File: config.mk
export PLATFORM = sky130hd
export DESIGN_NAME = hazard_controller_flat
export DESIGN_NICKNAME = d
export VERILOG_FILES = /design/src/rtl/pipeline_pkg.sv /design/src/rtl/hazard_controller_if.sv /design/src/rtl/forwarding_unit.sv /design/src/rtl/hazard_controller.sv /design/src/flat_wrapper.sv
export SDC_FILE = /design/constraint.sdc
export NUM_CORES = 1
export LEC_CHECK = 0
export ABC_CLOCK_PERIOD_IN_PS = 5200
export CORE_ASPECT_RATIO = 0.9
export CORE_MARGIN = 4
export CORE_UTILIZATION = 46
export CTS_BUF_LIST = sky130_fd_sc_hd__clkbuf_4
export CTS_CLUSTER_DIAMETER = 50
export DETAILED_ROUTE_END_ITERATION = 6
export GPL_TIMING_DRIVEN = 0
export PLACE_DENSITY = 0.94
export SETUP_SLACK_MARGIN = 0.2
export SYNTH_ARGS = -nofsm -noshare
export SYNTH_HDL_FRONTEND = slang
export SYNTH_SLANG_ARGS = --single-unit
File: constraint.sdc
create_clock -name clk -period 5.2 [get_ports clk]
set_input_delay 1.04 -clock clk [delete_from_list [all_inputs] [get_ports clk]]
set_output_delay 1.04 -clock clk [all_outputs]
set_load 0.02 [all_outputs]
File: src/rtl/pipeline_pkg.sv
// Shared types and constants for the pipeline sequencing logic.
// Holds the hazard FSM encoding, the forward-select codes and the select helper.
package pipeline_pkg;

    localparam int REG_ADDR_W = 5;

    typedef enum logic [2:0] {
        ST_RUN      = 3'd0,
        ST_FLUSH    = 3'd1,
        ST_MDU_BUSY = 3'd2,
        ST_DRAIN    = 3'd3,
        ST_HALTED   = 3'd4
    } hc_state_e;

    localparam logic [1:0] FWD_RF    = 2'b00;
    localparam logic [1:0] FWD_EXMEM = 2'b01;
    localparam logic [1:0] FWD_MEMWB = 2'b10;

    // The younger result (EX/MEM) always wins over the older one (MEM/WB).
    function automatic logic [1:0] fwd_select(input logic mem_hit, input logic wb_hit);
        logic [1:0] sel;
        if (mem_hit) begin
            sel = FWD_EXMEM;
        end else if (wb_hit) begin
            sel = FWD_MEMWB;
        end else begin
            sel = FWD_RF;
        end
        return sel;
    endfunction

endpackage

File: src/rtl/hazard_controller_if.sv
// Bundle of pipeline status inputs and control outputs exchanged with the hazard controller.
// master = pipeline side, slave = hazard controller.
interface hazard_controller_if #(
    parameter int REG_ADDR_W = pipeline_pkg::REG_ADDR_W
);
    logic                  id_valid;
    logic [REG_ADDR_W-1:0] id_rs;
    logic [REG_ADDR_W-1:0] id_rt;
    logic                  id_uses_rt;
    logic                  id_mdu_start;
    logic [REG_ADDR_W-1:0] ex_dest;
    logic                  ex_reg_write;
    logic                  ex_mem_read;
    logic [REG_ADDR_W-1:0] mem_dest;
    logic                  mem_reg_write;
    logic [REG_ADDR_W-1:0] wb_dest;
    logic                  wb_reg_write;
    logic                  branch_taken;
    logic                  halt_req;
    logic                  resume;

    logic                  pc_stall;
    logic                  if_id_stall;
    logic                  if_id_flush;
    logic                  id_ex_bubble;
    logic [1:0]            fwd_a;
    logic [1:0]            fwd_b;
    logic                  mdu_done;
    logic                  halted;

    modport master (
        output id_valid, id_rs, id_rt, id_uses_rt, id_mdu_start,
        output ex_dest, ex_reg_write, ex_mem_read,
        output mem_dest, mem_reg_write, wb_dest, wb_reg_write,
        output branch_taken, halt_req, resume,
        input  pc_stall, if_id_stall, if_id_flush, id_ex_bubble,
        input  fwd_a, fwd_b, mdu_done, halted
    );

    modport slave (
        input  id_valid, id_rs, id_rt, id_uses_rt, id_mdu_start,
        input  ex_dest, ex_reg_write, ex_mem_read,
        input  mem_dest, mem_reg_write, wb_dest, wb_reg_write,
        input  branch_taken, halt_req, resume,
        output pc_stall, if_id_stall, if_id_flush, id_ex_bubble,
        output fwd_a, fwd_b, mdu_done, halted
    );

endinterface

File: src/rtl/forwarding_unit.sv
// Combinational operand-forwarding select for the EX stage.
// Register r0 is hard-wired to zero and therefore never forwarded.
module forwarding_unit
    import pipeline_pkg::*;
#(
    parameter int REG_ADDR_W = pipeline_pkg::REG_ADDR_W
) (
    input  logic [REG_ADDR_W-1:0] id_rs,
    input  logic [REG_ADDR_W-1:0] id_rt,
    input  logic                  id_uses_rt,
    input  logic [REG_ADDR_W-1:0] mem_dest,
    input  logic                  mem_reg_write,
    input  logic [REG_ADDR_W-1:0] wb_dest,
    input  logic                  wb_reg_write,
    output logic [1:0]            fwd_a,
    output logic [1:0]            fwd_b
);

    localparam logic [REG_ADDR_W-1:0] REG_ZERO = {REG_ADDR_W{1'b0}};

    logic mem_live_s;
    logic wb_live_s;
    logic mem_hit_a_s;
    logic wb_hit_a_s;
    logic mem_hit_b_s;
    logic wb_hit_b_s;

    // Match each source register against the two in-flight producers and pick a select.
    always_comb begin
        mem_live_s  = mem_reg_write && (mem_dest != REG_ZERO);
        wb_live_s   = wb_reg_write && (wb_dest != REG_ZERO);
        mem_hit_a_s = mem_live_s && (mem_dest == id_rs);
        wb_hit_a_s  = wb_live_s && (wb_dest == id_rs);
        mem_hit_b_s = mem_live_s && (mem_dest == id_rt);
        wb_hit_b_s  = wb_live_s && (wb_dest == id_rt);
        fwd_a       = fwd_select(mem_hit_a_s, wb_hit_a_s);
        if (id_uses_rt) begin
            fwd_b = fwd_select(mem_hit_b_s, wb_hit_b_s);
        end else begin
            fwd_b = FWD_RF;
        end
    end

endmodule

File: src/rtl/hazard_controller.sv
// Pipeline sequencing: load-use stall, taken-branch flush, MDU front-end hold, drain and halt.
// Only the FSM state and a 4-bit cycle counter are stored; all control outputs derive from them.
module hazard_controller
    import pipeline_pkg::*;
#(
    parameter int REG_ADDR_W   = pipeline_pkg::REG_ADDR_W,
    parameter int MDU_CYCLES   = 4,
    parameter int FLUSH_DEPTH  = 2,
    parameter int DRAIN_CYCLES = 3
) (
    input  logic               clk,
    input  logic               reset,
    hazard_controller_if.slave hz
);

    localparam logic [3:0] CNT_ZERO   = 4'd0;
    localparam logic [3:0] CNT_ONE    = 4'd1;
    localparam logic [3:0] FLUSH_LOAD = 4'(FLUSH_DEPTH - 1);
    localparam logic [3:0] MDU_LOAD   = 4'(MDU_CYCLES - 1);
    localparam logic [3:0] DRAIN_LOAD = 4'(DRAIN_CYCLES);
    localparam bit         FLUSH_MULTI = (FLUSH_DEPTH > 1);
    localparam logic [REG_ADDR_W-1:0] REG_ZERO = {REG_ADDR_W{1'b0}};

    hc_state_e  state_q;
    hc_state_e  state_d;
    logic [3:0] cnt_q;
    logic [3:0] cnt_d;

    logic       load_use_s;
    logic       last_cnt_s;
    logic       pc_stall_s;
    logic       if_id_stall_s;
    logic       if_id_flush_s;
    logic       id_ex_bubble_s;
    logic       mdu_done_s;
    logic       halted_s;
    logic [1:0] fwd_a_s;
    logic [1:0] fwd_b_s;
    logic       unused_ex_reg_write_s;

    assign unused_ex_reg_write_s = hz.ex_reg_write;

    forwarding_unit #(
        .REG_ADDR_W (REG_ADDR_W)
    ) u_forwarding_unit (
        .id_rs         (hz.id_rs),
        .id_rt         (hz.id_rt),
        .id_uses_rt    (hz.id_uses_rt),
        .mem_dest      (hz.mem_dest),
        .mem_reg_write (hz.mem_reg_write),
        .wb_dest       (hz.wb_dest),
        .wb_reg_write  (hz.wb_reg_write),
        .fwd_a         (fwd_a_s),
        .fwd_b         (fwd_b_s)
    );

    // Load-use hazard detection on the instruction currently in ID.
    always_comb begin
        load_use_s = hz.id_valid && hz.ex_mem_read && (hz.ex_dest != REG_ZERO) &&
                     ((hz.ex_dest == hz.id_rs) || (hz.id_uses_rt && (hz.ex_dest == hz.id_rt)));
        last_cnt_s = (cnt_q <= CNT_ONE);
    end

    // Next-state, counter and control-output decode.
    always_comb begin
        state_d        = state_q;
        cnt_d          = cnt_q;
        pc_stall_s     = 1'b0;
        if_id_stall_s  = 1'b0;
        if_id_flush_s  = 1'b0;
        id_ex_bubble_s = 1'b0;
        mdu_done_s     = 1'b0;
        halted_s       = 1'b0;
        case (state_q)
            ST_RUN: begin
                if (hz.branch_taken) begin
                    if_id_flush_s  = 1'b1;
                    id_ex_bubble_s = 1'b1;
                    if (FLUSH_MULTI) begin
                        state_d = ST_FLUSH;
                        cnt_d   = FLUSH_LOAD;
                    end else begin
                        state_d = ST_RUN;
                    end
                end else if (load_use_s) begin
                    // One bubble pushes the load to MEM, so the stall never lasts longer.
                    pc_stall_s     = 1'b1;
                    if_id_stall_s  = 1'b1;
                    id_ex_bubble_s = 1'b1;
                end else if (hz.id_mdu_start && hz.id_valid) begin
                    state_d = ST_MDU_BUSY;
                    cnt_d   = MDU_LOAD;
                end else if (hz.halt_req) begin
                    state_d = ST_DRAIN;
                    cnt_d   = DRAIN_LOAD;
                end else begin
                    state_d = ST_RUN;
                end
            end
            ST_FLUSH: begin
                if_id_flush_s = 1'b1;
                if (last_cnt_s) begin
                    state_d = ST_RUN;
                    cnt_d   = CNT_ZERO;
                end else begin
                    cnt_d = cnt_q - CNT_ONE;
                end
            end
            ST_MDU_BUSY: begin
                pc_stall_s     = 1'b1;
                if_id_stall_s  = 1'b1;
                id_ex_bubble_s = 1'b1;
                if (last_cnt_s) begin
                    mdu_done_s = 1'b1;
                    state_d    = ST_RUN;
                    cnt_d      = CNT_ZERO;
                end else begin
                    cnt_d = cnt_q - CNT_ONE;
                end
            end
            ST_DRAIN: begin
                pc_stall_s     = 1'b1;
                if_id_stall_s  = 1'b1;
                id_ex_bubble_s = 1'b1;
                if (last_cnt_s) begin
                    state_d = ST_HALTED;
                    cnt_d   = CNT_ZERO;
                end else begin
                    cnt_d = cnt_q - CNT_ONE;
                end
            end
            ST_HALTED: begin
                halted_s       = 1'b1;
                pc_stall_s     = 1'b1;
                if_id_stall_s  = 1'b1;
                id_ex_bubble_s = 1'b1;
                if (hz.resume) begin
                    state_d = ST_RUN;
                end else begin
                    state_d = ST_HALTED;
                end
            end
            default: begin
                state_d = ST_RUN;
                cnt_d   = CNT_ZERO;
            end
        endcase
    end

    // State and counter registers; reset discards any pending flush, MDU or drain count.
    always_ff @(posedge clk or negedge reset) begin
        if (!reset) begin
            state_q <= ST_RUN;
            cnt_q   <= CNT_ZERO;
        end else begin
            state_q <= state_d;
            cnt_q   <= cnt_d;
        end
    end

    // Every output is forced low while reset is held, including the combinational paths.
    assign hz.pc_stall     = reset & pc_stall_s;
    assign hz.if_id_stall  = reset & if_id_stall_s;
    assign hz.if_id_flush  = reset & if_id_flush_s;
    assign hz.id_ex_bubble = reset & id_ex_bubble_s;
    assign hz.mdu_done     = reset & mdu_done_s;
    assign hz.halted       = reset & halted_s;
    assign hz.fwd_a        = reset ? fwd_a_s : FWD_RF;
    assign hz.fwd_b        = reset ? fwd_b_s : FWD_RF;

endmodule

File: src/flat_wrapper.sv
// flat-port wrapper written by rule: the top's interface ports become plain ports
module hazard_controller_flat import pipeline_pkg::*;
#(
    parameter int REG_ADDR_W   = pipeline_pkg::REG_ADDR_W,
    parameter int MDU_CYCLES   = 4,
    parameter int FLUSH_DEPTH  = 2,
    parameter int DRAIN_CYCLES = 3
)
  (clk, reset, hz_id_valid, hz_id_rs, hz_id_rt, hz_id_uses_rt, hz_id_mdu_start, hz_ex_dest, hz_ex_reg_write, hz_ex_mem_read, hz_mem_dest, hz_mem_reg_write, hz_wb_dest, hz_wb_reg_write, hz_branch_taken, hz_halt_req, hz_resume, hz_pc_stall, hz_if_id_stall, hz_if_id_flush, hz_id_ex_bubble, hz_fwd_a, hz_fwd_b, hz_mdu_done, hz_halted);
  hazard_controller_if #(.REG_ADDR_W(REG_ADDR_W)) hz_i ();
  input  logic clk;
  input  logic reset;
  input wire logic [$bits(hz_i.id_valid)-1:0] hz_id_valid;
  input wire logic [$bits(hz_i.id_rs)-1:0] hz_id_rs;
  input wire logic [$bits(hz_i.id_rt)-1:0] hz_id_rt;
  input wire logic [$bits(hz_i.id_uses_rt)-1:0] hz_id_uses_rt;
  input wire logic [$bits(hz_i.id_mdu_start)-1:0] hz_id_mdu_start;
  input wire logic [$bits(hz_i.ex_dest)-1:0] hz_ex_dest;
  input wire logic [$bits(hz_i.ex_reg_write)-1:0] hz_ex_reg_write;
  input wire logic [$bits(hz_i.ex_mem_read)-1:0] hz_ex_mem_read;
  input wire logic [$bits(hz_i.mem_dest)-1:0] hz_mem_dest;
  input wire logic [$bits(hz_i.mem_reg_write)-1:0] hz_mem_reg_write;
  input wire logic [$bits(hz_i.wb_dest)-1:0] hz_wb_dest;
  input wire logic [$bits(hz_i.wb_reg_write)-1:0] hz_wb_reg_write;
  input wire logic [$bits(hz_i.branch_taken)-1:0] hz_branch_taken;
  input wire logic [$bits(hz_i.halt_req)-1:0] hz_halt_req;
  input wire logic [$bits(hz_i.resume)-1:0] hz_resume;
  output wire logic [$bits(hz_i.pc_stall)-1:0] hz_pc_stall;
  output wire logic [$bits(hz_i.if_id_stall)-1:0] hz_if_id_stall;
  output wire logic [$bits(hz_i.if_id_flush)-1:0] hz_if_id_flush;
  output wire logic [$bits(hz_i.id_ex_bubble)-1:0] hz_id_ex_bubble;
  output wire logic [$bits(hz_i.fwd_a)-1:0] hz_fwd_a;
  output wire logic [$bits(hz_i.fwd_b)-1:0] hz_fwd_b;
  output wire logic [$bits(hz_i.mdu_done)-1:0] hz_mdu_done;
  output wire logic [$bits(hz_i.halted)-1:0] hz_halted;
  assign hz_i.id_valid = hz_id_valid;
  assign hz_i.id_rs = hz_id_rs;
  assign hz_i.id_rt = hz_id_rt;
  assign hz_i.id_uses_rt = hz_id_uses_rt;
  assign hz_i.id_mdu_start = hz_id_mdu_start;
  assign hz_i.ex_dest = hz_ex_dest;
  assign hz_i.ex_reg_write = hz_ex_reg_write;
  assign hz_i.ex_mem_read = hz_ex_mem_read;
  assign hz_i.mem_dest = hz_mem_dest;
  assign hz_i.mem_reg_write = hz_mem_reg_write;
  assign hz_i.wb_dest = hz_wb_dest;
  assign hz_i.wb_reg_write = hz_wb_reg_write;
  assign hz_i.branch_taken = hz_branch_taken;
  assign hz_i.halt_req = hz_halt_req;
  assign hz_i.resume = hz_resume;
  assign hz_pc_stall = hz_i.pc_stall;
  assign hz_if_id_stall = hz_i.if_id_stall;
  assign hz_if_id_flush = hz_i.if_id_flush;
  assign hz_id_ex_bubble = hz_i.id_ex_bubble;
  assign hz_fwd_a = hz_i.fwd_a;
  assign hz_fwd_b = hz_i.fwd_b;
  assign hz_mdu_done = hz_i.mdu_done;
  assign hz_halted = hz_i.halted;
  hazard_controller #(.REG_ADDR_W(REG_ADDR_W), .MDU_CYCLES(MDU_CYCLES), .FLUSH_DEPTH(FLUSH_DEPTH), .DRAIN_CYCLES(DRAIN_CYCLES)) u_core (.clk(clk), .reset(reset), .hz(hz_i));
endmodule
Word-level counts from Yosys, hierarchy flattened --
Index checks and enable logic that the tools add are counted.
Storage, ports and cells: input bits 37, output and inout port bits 10, logic and storage cells 76, flip-flop bits (word level) 7
Operators by class: reduce and logical (&&, ||, !) cells 21, multiplexer cells 31, $add $sub $neg 1, equal/unequal tests 14, $lt $le $gt $ge 1, bitwise gates (word level) 6
Operators with widths (number):
- 5-bit equality test | 6
- 4-bit 2-to-1 mux | 5
- 3-bit 2-to-1 mux | 6
- 2-bit 2-to-1 mux | 8
- 5-bit nonzero test | 3
- 3-bit one-hot mux with 4 select lines | 1
- 4-bit one-hot mux with 3 select lines | 1
- 1-bit logical AND | 11
- 1-bit 2-to-1 mux | 7
- 3-bit by 2-bit equality test with 1-bit output (second input constant) | 2
- 1-bit one-hot mux with 2 select lines | 3
- 3-bit AND reduction | 2
- 3-bit OR reduction | 2
- 1-bit bitwise AND | 5
- 4-bit by 1-bit less-or-equal comparator with 1-bit output (second input constant) | 1
- 2-bit by 1-bit != test with 1-bit output (second input constant) | 2
- 4-bit by 3-bit != test with 1-bit output (second input constant) | 1
- 4-bit by 1-bit subtractor with 4-bit output (second input constant) | 1
- 3-bit by 1-bit equality test with 1-bit output (second input constant) | 1
- 3-bit equality test (second input constant) | 1
- 3-bit logical NOT | 1
- 3-bit != test (second input constant) | 1
- 2-bit OR reduction | 1
- 1-bit logical OR | 1
- 1-bit inverter | 1

Longest topological paths before layout --
depth after elaboration 8, mapped depth 6, depth with buffers taken out 6

Hierarchy --
Synthesis repeated with hierarchy kept, for this count alone.
Second synthesis, totals: cells, all modules 122, area, all modules 962.2 um^2
Modules (own cells, without submodules):
- hazard_controller | area each 690.7 um^2, times used 1, cells an instance 86, seq. area each 175.2 um^2
- forwarding_unit | area each 271.5 um^2, times used 1, cells an instance 36, seq. area each 0.0 um^2

Worst setup path after synthesis --
No wires, ideal clock.
kind in2out, from in hz_branch_taken, to out hz_pc_stall, path slack 1324 ps, data required time 4160 ps, buffers on the path 2, stages 4, arrival time 2836 ps, path through clkbuf_1 -> or4_1 -> o41ai_1 -> buf_4
Between the ends: longest elaborated chain between the ends 3
Ends and longest elaborated chain:
- start: declaration | RTL line flat_wrapper.sv:25 | input wire logic [$bits(hz_i.branch_taken)-1:0] hz_branch_taken;
- 1-bit 2-to-1 mux
- 1-bit one-hot mux with 2 select lines
- 1-bit bitwise AND
- end: declaration | RTL line flat_wrapper.sv:28 | output wire logic [$bits(hz_i.pc_stall)-1:0] hz_pc_stall;
No other way between the ends.

Worst setup path after layout --
from in reset, to out hz_pc_stall
Between the ends: longest elaborated chain between the ends 1
Ends and longest elaborated chain:
- start: declaration | RTL line flat_wrapper.sv:12 | input logic reset;
- 1-bit bitwise AND | RTL line hazard_controller.sv:162 | assign hz.pc_stall = reset & pc_stall_s;
No other way between the ends.

==> run_results.csv <==
group,metric,value,unit
floorplan,rows,16,
timing,relSlewSlack,71.1,%
cts,cts.clk_slew.worst_paths,0.06,ns
cells_and_area,nets,218,
routing,first_pass_iters,4,
synth,synth_area_leaders,"dfrtp_1 (17%), xnor2_1 (15%), xor2_1 (10%), nor4_1 (4.2%), nand3_1 (2.9%)",
synth,synth_top_area_share,16.9,%
cts,cts_buffers,3,
global_route,antenna_found_initial,0,
setup_path,start_kind,"primary input",
routing,ant_nets,0,
cells_and_area,area_growth,48.8,%
cts,cts.sinks,7,
setup_path,cp_max_fo,10,
power_and_ir_drop,ir_worst_vdd,0.261,mV
routing,routed_wl,3220,µm
timing,max_freq,0.222,GHz
setup_path,arrival,3.46,ns
synth,synth_cells,130,
synth,synth_common_cells,"xnor2_1 (18), xor2_1 (12), dfrtp_1 (7), nor4_1 (7)",
floorplan,ios,47,
cts,insertion_delay,0.27,ns
synth,synth_cell_types,42,
timing,worst_pin_slew,0.428,ns
synth,syn-cell-area,1030,µm²
flow_run,maxCapViolCount,0,
synth,synthesis.nets,169,
cts,cts_resized,0,
cts,cts_root_buf,"clkbuf_4",
setup_path,worst-endpoint-required,4.16,ns
timing,fin_crit,4.50,ns
synth,async_reset_ff_share,100,%
synth,synth_area_per_cell,7.95,µm²
timing,slew_violations,0,
synth,yosys_warnings,0,
routing,wire_per_inst,15.7,µm
timing,period_share,86.5,%
synth,yosysTopAreaCell,"dfrtp_1",
place,routabilityCongestion,0.928,
timing,fin_hold_ws,0.649,ns
synth,synth_flop_cell,"dfrtp_1",
place,numPortBuffers,44,
routing,vias_per_cell,5.96,
synth,synth_edf_count,0,
timing,skew,0.00999,ns
global_route,grt_max_degree,11,
global_route,grt_remaining_overflow,0,
outcome,status,"finished clean",
routing,dr_total_vias,1222,
setup_path,crit_type,"in2out",
global_route,first_global_vias,1173,
routing,drc,0,
power_and_ir_drop,power_density,333,nW/µm²
floorplan,die_w,58.0,µm
cells_and_area,drive_above_1_share,7.87,%
floorplan,initial_core_util,47.8,%
routing,drt-initial-drc-count,39,
cts,htree_levels,1,
timing,hold_viol,0,
setup_path,endpoint_kind,"output port",
cts,cts_tree,"done",
power_and_ir_drop,leakage,0.562,nW
floorplan,die_area,3070,µm²
timing,finalSetupViolCount,0,
place,dp_hpwl,2610,µm
cts,clockBufferDepth,2,
timing,rsz0062_at_grt,"false",
synth,ys_seq_area_share,16.9,%
floorplan,core_area,2160,µm²
worst_hold_path,hold_class,"reg2reg",
timing,fin_tns_setup,0,ns
global_route,track_usage,21.4,%
synth,ys_seq_elements,7,
cells_and_area,antennaDiodeCount,0,
cts,postCtsSetupBuffers,0,
cts,ctsHoldBuffers,0,
global_route,grt_pass1_wl,5060,µm
floorplan,die_h,53.0,µm
synth,synth_most_common_cell,"xnor2_1",
-- routing by layer --
metal	GRT usage, %	part of all wire [%]	vias up
met5	0	0	-
met4	11.6	2.3	0
met3	2.93	7.6	8
met2	36.5	47	78
met1	25.9	43	551
li1	-	-	585
-- cell families (layout without fill, tap and decap cells) --
logic type | after synthesis | count (layout) | synth area share (%)
AOI/OAI and AO/OA | 31 | 31 | 22.9
adders and majority gates | 2 | 2 | 2.42
xor gates and xnor gates | 30 | 30 | 25.4
and+or+nand+nor | 49 | 49 | 27.1
muxes | 1 | 1 | 0.969
DFF | 7 | 7 | 16.9
buffers and inverters | 10 | 58 | 4.24
-- per-stage QoR --
stage / util, % / setup WS, ns / instances / power (mW) / area, µm²
floorplan: - / 1.32 / 130 / 0.329 / 1030
global placement: 69.7 / 0.791 / 201 / 0.425 / 1510
detailed placement: 69.7 / 0.725 / 201 / 0.446 / 1510
CTS: 71.1 / 0.707 / 205 / 0.507 / 1540
global route: 71.1 / 0.439 / 205 / 0.552 / 1540
finish: 71.1 / 0.704 / 205 / 0.513 / 1540
-- registers in the layout, indices dropped and copies added (netlist names) --
signal          flops
u_core.state_q      3
u_core.cnt_q        4
-- critical path, cell delays in order --
cell	delay, ns
clkdlybuf4s50_1	0.70
clkbuf_1	0.38
inv_1	0.07
o41ai_1	0.49
buf_4	0.18
clkdlybuf4s50_1	0.59
-- power by group --
| part | internal, mW | switching [mW] |
|---|---|---|
| clock network | 0.0349 | 0.0258 |
| registers | 0.0777 | 0.0244 |
| logic | 0.157 | 0.193 |
-- area by class of cell --
cell class	count	area (µm²)
Sequential cell	7	175
Inverter	4	15.0
Timing Repair Buffer	44	440
Multi-Input combinational cell	113	815
Buffer	6	28.8
Fill cell	165	624
Tap cell	27	33.8
Clock buffer	4	30.0
-- final timing paths --
check / start / end / slack [ns] / cells past startpoint
max reg2reg: u_core.cnt_q[0] / u_core.state_q[0] / 3.38 / 6
max: reset / hz_pc_stall / 0.70 / 6
max in group asynchronous: reset / u_core.state_q[0] / 3.87 / 1
min reg2reg: u_core.cnt_q[3] / u_core.cnt_q[3] / 0.65 / 2
min in group asynchronous: reset / u_core.cnt_q[2] / 1.05 / 1
min: u_core.cnt_q[3] / u_core.cnt_q[3] / 0.65 / 2
-- cells in the final DEF (no fill, tap or decap), drive strengths merged, types with 4 or more instances in the layout --
cell type,instances
dfrtp,7
clkdlybuf4s50,44
xor2,12
or4,5
a211oi,4
nor3,5
a21oi,5
xnor2,18
nand2,5
nand3,6
clkbuf,7
o21ai,5
nor2,7
nor4,7
inv,4
(Power assumes the default switching activity.)
